`src/rtl/seg7_scan_driver.sv`:
```
// Scans a 32-bit display word as 8 hex digits onto a common-anode 7-segment display.
// Optional macro LEADING_ZERO_BLANK_EN suppresses digits above the most significant nonzero nibble.
module seg7_scan_driver #(
    parameter int CLK_DIV = 4,
    parameter int DIV_W   = 16
) (
    input  logic        clk,
    input  logic        reset,
    input  logic [31:0] disp_data,
    input  logic [7:0]  dp_mask,
    input  logic        blank,
    output logic [7:0]  an,
    output logic [6:0]  seg,
    output logic        dp
);

    localparam logic [DIV_W-1:0] DIV_LAST = DIV_W'(CLK_DIV - 1);

    logic [DIV_W-1:0] div_q, div_d;
    logic [2:0]       idx_q, idx_d;
    logic [31:0]      shadow_q, shadow_d;
    logic             first_q, first_d;
    logic [7:0]       an_q, an_d;
    logic [6:0]       seg_q, seg_d;
    logic             dp_q, dp_d;
    logic             tick;
    logic             load;
`ifdef LEADING_ZERO_BLANK_EN
    logic [2:0]       msd_q, msd_d;
`endif

    function automatic logic [6:0] hexdecode(input logic [3:0] nib);
        logic [6:0] s;
        case (nib)
            4'h0: s = 7'h40;
            4'h1: s = 7'h79;
            4'h2: s = 7'h24;
            4'h3: s = 7'h30;
            4'h4: s = 7'h19;
            4'h5: s = 7'h12;
            4'h6: s = 7'h02;
            4'h7: s = 7'h78;
            4'h8: s = 7'h00;
            4'h9: s = 7'h10;
            4'hA: s = 7'h08;
            4'hB: s = 7'h03;
            4'hC: s = 7'h46;
            4'hD: s = 7'h21;
            4'hE: s = 7'h06;
            default: s = 7'h0E;
        endcase
        return s;
    endfunction

`ifdef LEADING_ZERO_BLANK_EN
    function automatic logic [2:0] msd_of(input logic [31:0] v);
        logic [2:0] m;
        m = 3'd0;
        for (int k = 0; k < 8; k++) begin
            if (v[4*k +: 4] != 4'h0) m = 3'(k);
        end
        return m;
    endfunction
`endif

    assign tick = (div_q == DIV_LAST);
    // Snapshot only at frame wrap so a scan never mixes words; the first tick after reset also loads.
    assign load = tick && ((idx_q == 3'd7) || first_q);

    always_comb begin
        div_d    = tick ? '0 : div_q + DIV_W'(1);
        idx_d    = tick ? idx_q + 3'd1 : idx_q;
        shadow_d = load ? disp_data : shadow_q;
        first_d  = first_q && !tick;
        an_d     = blank ? 8'hFF : ~(8'b1 << idx_q);
        seg_d    = hexdecode(shadow_q[{idx_q, 2'b00} +: 4]);
        dp_d     = blank | ~dp_mask[idx_q];
`ifdef LEADING_ZERO_BLANK_EN
        msd_d    = load ? msd_of(disp_data) : msd_q;
        if (idx_q > msd_q) begin
            an_d  = 8'hFF;
            seg_d = 7'h7F;
            dp_d  = 1'b1;
        end
`endif
    end

    always_ff @(posedge clk) begin
        if (reset) begin
            div_q    <= '0;
            idx_q    <= 3'd0;
            shadow_q <= 32'h0;
            first_q  <= 1'b1;
            an_q     <= 8'hFF;
            seg_q    <= 7'h7F;
            dp_q     <= 1'b1;
`ifdef LEADING_ZERO_BLANK_EN
            msd_q    <= 3'd0;
`endif
        end else begin
            div_q    <= div_d;
            idx_q    <= idx_d;
            shadow_q <= shadow_d;
            first_q  <= first_d;
            an_q     <= an_d;
            seg_q    <= seg_d;
            dp_q     <= dp_d;
`ifdef LEADING_ZERO_BLANK_EN
            msd_q    <= msd_d;
`endif
        end
    end

    assign an  = an_q;
    assign seg = seg_q;
    assign dp  = dp_q;

endmodule

```
`config.mk`:
```
export PLATFORM = sky130hd
export DESIGN_NAME = seg7_scan_driver
export DESIGN_NICKNAME = d
export VERILOG_FILES = /design/src/rtl/seg7_scan_driver.sv
export SDC_FILE = /design/constraint.sdc
export NUM_CORES = 1
export LEC_CHECK = 0
export ABC_AREA = 1
export BUFFER_PORTS_ARGS = -buffer_cell sky130_fd_sc_hd__buf_2
export CAP_MARGIN = 20
export CORE_MARGIN = 1
export CORE_UTILIZATION = 40
export CTS_CLUSTER_SIZE = 25
export DETAILED_ROUTE_END_ITERATION = 7
export HOLD_SLACK_MARGIN = 0.02
export SLEW_MARGIN = 30
export SYNTH_ARGS = -nofsm -noshare
export SYNTH_HDL_FRONTEND = slang
export SYNTH_SLANG_ARGS = --single-unit
export TNS_END_PERCENT = 50
```
`constraint.sdc`:
```
create_clock -name clk -period 1.6 [get_ports clk]
set_input_delay 0.24 -clock clk [delete_from_list [all_inputs] [get_ports clk]]
set_output_delay 0.24 -clock clk [all_outputs]
set_load 0.05 [all_outputs]
```
==> impl_metrics.yaml, run 1 <==
outcome:
  status: "finished, violations left"
  violations: "setup timing"
clock_network:
  numCtsBuffers: 9
  path_clk_slew_ns: 0.07
  cts_tree: "built"
  clock_sinks: 68
  insertion_delay_ns: 0.34
  cts-root-buf: "clkbuf_8"
  holdBufCountCts: 0
  cts_buffer_depth: 2
  htree_levels: 3
cells_and_area:
  final_cell_mix: "120 x nand2_1, 71 x nor2_1, 63 x dfxtp_1, 58 x buf_2, 54 x inv_1"
  area_growth_pct: 43.32
  diodes: 0
  final_common_cell: "nand2_1"
  drive_gt1_share_pct: 36.57
  nNetsFinal: 659
synth:
  async_flop_share_pct: 0
  syn-num-nets: 560
  synth_seq_area_share_pct: 40.73
  synth_cells: 504
  yosys.cell_types.count: 28
  syn-cell-area_um2: 3342
  ys_ff_latch: 68
  yosysWarnings: 0
  syn_avg_cell_area_um2: 6.631
  synth_edf_count: 0
  synth_flop_cell: "dfxtp_1"
grt:
  top_usage_layer: "met2"
  grtUsageMet3_pct: 3.659
  grt_util_met2_pct: 32.05
  grt_max_degree: 27
  grtUsageMet1_pct: 24.75
  grt_pass1_wl_mm: 13.40
  grt_pass1_vias: 2985
  antenna_found_initial: 0
  grt.total_usage_pct: 19.49
  grt_overflow: 0
timing:
  finalClockSkew_ns: 0.006666
  min_period_ns: 1.652
  hold-worst-slack_ns: 0.1149
  min_period_over_period_pct: 103.3
  slew_violations: 0
  max_freq_mhz: 605.2
  worst_pin_slew_ns: 0.3290
  slew_headroom_pct: 77.90
  rsz0062_at_grt: "yes"
  final.setup.worst_slack_ns: -0.05235
  setup_viol: 20
  hold_violations: 0
power_and_ir_drop:
  power_leakage_nw: 2.253
  power_mw: 4.492
  peakVddDrop_mv: 0.5209
  power_density_nw_per_um2: 937.8
floorplanning:
  io_pins: 59
  dieArea_um2: 8724
  fp.dieH_um: 93.41
  core_um2: 7888
  row_count: 32
  fp.dieW_um: 93.41
  start_util_pct: 42.37
critical_path:
  cp.required_ns: 1.83
  cp_max_fo: 8
  crit_start: "idx_q[0]"
  cp.arrival_ns: 1.89
  r2r-start: "idx_q[0]"
  setup.worst_path.end_class: "register"
  startpoint_type: "register"
  path_class: "register to register"
  rrSetupSlack_ns: -0.05
drt:
  dr_total_vias: 3341
  drtAntennaViolNets: 0
  drt_first_pass_iters: 4
  drt_iter0_markers: 100
  wire_per_inst_um: 12.01
  wirelength_mm: 8.518
  via_per_inst: 4.712
  drc: 0
min_path:
  hold_path.class: "primary input to register"
  holdCritStartpoint: "blank"
place:
  gp_congestion: 0.8779
  io_buffers: 58
  preCtsSetupSlack_ns: -0.1479
  dp_hpwl_mm: 5.476
flow_run:
  drv_cap: 0
==> per-stage QoR <==
stage	TNS (ns)	cells	util, %	cell area, um^2
final	-0.7304	709	60.72	4790
after global placement	-0.5145	678	49.54	3908
after floorplan	0	504	-	3347
after CTS	-1.240	705	56.27	4438
after global routing	-2.379	709	60.72	4790
after detailed placement	-1.634	678	49.54	3908
==> flip-flops by register name, summed over array words and instances, names as in the netlist <==
register,flops
div_q,16
idx_q,3
seg,7
an,8
dp,1
shadow_q,32
first_q,1
==> layout make-up <==
class / count / area (um^2)
Clock buffer: 14 / 182.7
Inverter: 61 / 239.0
Clock inverter: 1 / 5.005
Timing Repair Buffer: 105 / 802.0
Sequential cell: 68 / 1373
Fill cell: 722 / 3098
Multi-Input combinational cell: 358 / 2061
Tap cell: 102 / 127.6
==> repair_timing <==
item	4_1_cts	5_1_grt
endpoints found under the setup margin	54	57
endpoints found under the hold margin	0	0
resized for setup	64	78
setup buffers	10	3
pin swaps	9	35
gates cloned	4	2
==> per-layer routing <==
layer	share of wire (%)	wire, um
met4	2.9	251
met1	45	3826
met5	0	0
met3	4.2	358
met2	48	4081
==> where the power goes <==
| part | total [mW] | switching (mW) | internal (mW) | leakage (nW) |
|---|---|---|---|---|
| Clock | 1.34 | 0.613 | 0.723 | 0.0986 |
| Sequential | 1.86 | 0.0498 | 1.81 | 0.556 |
| Combinational | 1.29 | 0.787 | 0.508 | 1.60 |
==> logic make-up after synthesis <==
kind of cell	count (synthesis)	synth area share (%)
flip-flops	68	40.73
adder cells (fa/ha/maj)	13	4.867
buffers and inverters	79	10.45
XOR/XNOR	3	0.7864
AO/OA/AOI/OAI	19	3.070
AND/OR/NAND/NOR	322	40.10
==> critical path: stages (launching register included) <==
cell	delay, ns
dfxtp_4	0.39
ha_4	0.18
ha_4	0.15
or2_4	0.23
nand3_4	0.09
buf_6	0.12
buf_6	0.12
buf_12	0.13
nand2_1	0.05
nand2_1	0.06
nor2_1	0.04
==> cells in the mapped netlist, types with 4 or more instances <==
cell type | count | area share (%)
nand2_1 | 153 | 17
nor2_1 | 96 | 11
dfxtp_1 | 68 | 41
inv_1 | 58 | 6.5
nand3_1 | 52 | 7.8
ha_1 | 13 | 4.9
buf_2 | 12 | 1.8
a21oi_1 | 8 | 1.2
nor3_1 | 8 | 1.2
o21ai_0 | 7 | 1.0
buf_6 | 4 | 1.3
nand4_1 | 4 | 0.75
==> path summary, 6_finish.rpt <==
kind,end,depth (start not counted)
setup / recovery,shadow_q[2],10
hold reg to reg,first_q,2
hold / removal,an[3],3
setup reg to reg,shadow_q[2],10
Power figures use the tool's default switching activity.
==> run 2: changes to the inputs <==
==> constraint.sdc (replaced) <==
create_clock -name clk -period 1.6 [get_ports clk]
set_input_delay 0.32 -clock clk [delete_from_list [all_inputs] [get_ports clk]]
set_output_delay 0.32 -clock clk [all_outputs]
set_load 0.05 [all_outputs]
==> run 2 against run 1 <==
The flow still finishes with violations (setup timing). Critical path depth down 1. Highest routed layer unchanged. Die area unchanged. Utilization up 0.30 points. Largest power group unchanged.
==> impl_metrics.yaml, run 2 (synthesized netlist as in run 1, its figures left out) <==
grt:
  grt_pass1_vias: 2955
  grt_overflow: 0
  grt_max_degree: 24
  antenna_found_initial: 0
  grt.total_usage_pct: 18.81
  grt_pass1_wl_mm: 13.14
cells_and_area:
  nNetsFinal: 657
  final_common_cell: "nand2_1"
  final_cell_mix: "128 x nand2_1, 69 x nor2_1, 63 x dfxtp_1, 58 x buf_2, 54 x inv_1"
  area_growth_pct: 44.03
  largest-register: "shadow_q"
  diodes: 0
  drive_gt1_share_pct: 34.82
  largest_reg_flops: 32
  nFillCells: 724
critical_path:
  cp_max_fo: 7
  cp_cell_sequence: "ha_4, ha_4, or2_4, nand3_4, buf_6, buf_8, nand2_1, nand2_1, nor2_1"
  reg2reg_depth: 9
  cp_slowest_cell: "dfxtp_4"
  startpoint_type: "register"
  rrSetupSlack_ns: -0.01
  critPathMaxStageDelay_ns: 0.39
  path_buf_inv: 2
  cp.required_ns: 1.83
  worst-path-stages: 9
  cp.arrival_ns: 1.84
  path_delay_family: "simple AND/OR/NAND/NOR gates"
  path_class: "register to register"
  setup.worst_path.end_class: "register"
timing:
  hold_violations: 0
  worst_pin_slew_ns: 0.3378
  slew_violations: 0
  finalClockSkew_ns: 0.01189
  setup_viol: 2
  min_period_over_period_pct: 100.7
  hold-worst-slack_ns: 0.1930
  max_freq_mhz: 620.7
  rsz0062_at_grt: "yes"
  slew_headroom_pct: 77.31
  final.setup.worst_slack_ns: -0.01097
  min_period_ns: 1.611
  setup_tns_ns: -0.02193
clock_network:
  cts-root-buf: "clkbuf_8"
  holdBufCountCts: 0
  cts_tree: "built"
  htree_levels: 3
  insertion_delay_ns: 0.34
  path_clk_slew_ns: 0.08
  cts_buffer_depth: 2
  clock_sinks: 68
  numCtsBuffers: 9
min_path:
  hold_path.class: "primary input to register"
  worstHoldPathCells: 3
power_and_ir_drop:
  power_leakage_nw: 2.281
  power_mw: 4.867
  power_density_nw_per_um2: 1011
  peakVddDrop_mv: 0.5848
place:
  dp_hpwl_mm: 5.435
  io_buffers: 58
  gp_congestion: 0.8795
  preCtsSetupSlack_ns: -0.1378
floorplanning:
  fp.dieH_um: 93.41
  start_util_pct: 42.37
  row_count: 32
  core_um2: 7888
  io_pins: 59
  dieArea_um2: 8724
  fp.dieW_um: 93.41
drt:
  dr.max_layer_used: "met4"
  drc: 0
  wirelength_mm: 8.162
  met1_length_mm: 3.862
  via_per_inst: 4.653
  drt_iter0_markers: 91
  met3_length_um: 324
  drt_first_pass_iters: 4
  wl_met2_mm: 3.831
  wire_per_inst_um: 11.53
  dr_total_vias: 3294
  drtAntennaViolNets: 0
outcome:
  violations: "setup timing"
  status: "finished, violations left"
flow_run:
  drv_cap: 0
[run 2: where the power goes]
group	internal [mW]	switching [mW]
registers	1.81	0.0470
logic	0.497	0.748
clock network	1.12	0.645
total	3.43	1.44
[run 2: through the flow]
step,util (%),instance area (um^2),cells
floorplan,-,3347,504
global placement,49.54,3908,678
detailed placement,49.54,3908,678
CTS,54.49,4298,700
global route,61.02,4813,708
finish,61.02,4813,708
[run 2: path summary, 6_finish.rpt]
kind	from	endpoint
min reg2reg	first_q	first_q
max reg2reg	idx_q[0]	shadow_q[0]
max	idx_q[0]	shadow_q[0]
min	disp_data[23]	shadow_q[23]
[run 2: per-layer routing]
metal	vias to the layer above	global-route usage, %
met3	16	3.252
met5	-	0
li1	1742	-
met4	0	7.436
met2	72	30.51
met1	1464	24.74
[run 2: worst register-to-register path, stage by stage (launching register included)]
cell and delay [ns]:
dfxtp_4 0.39, ha_4 0.18, ha_4 0.15, or2_4 0.23, nand3_4 0.14, buf_6 0.15, buf_8 0.14, nand2_1 0.05
nand2_1 0.05, nor2_1 0.04
[run 2: layout make-up]
class                           count  area, um^2  area share, %
Tap cell                          102       127.6          2.651
Clock buffer                       12       155.1          3.223
Sequential cell                    68        1373          28.52
Multi-Input combinational cell    357        2012          41.80
Timing Repair Buffer              104       799.5          16.61
Clock inverter                      4       95.09          1.976
Inverter                           61       251.5          5.225
[run 2: timing repair]
action                                  in CTS  in global routing
hold endpoints to repair                     0                  0
pin swaps                                    1                 20
gates cloned                                 2                  3
gates resized for setup                     20                112
setup buffers                                4                  6
endpoints found under the setup margin      53                 55
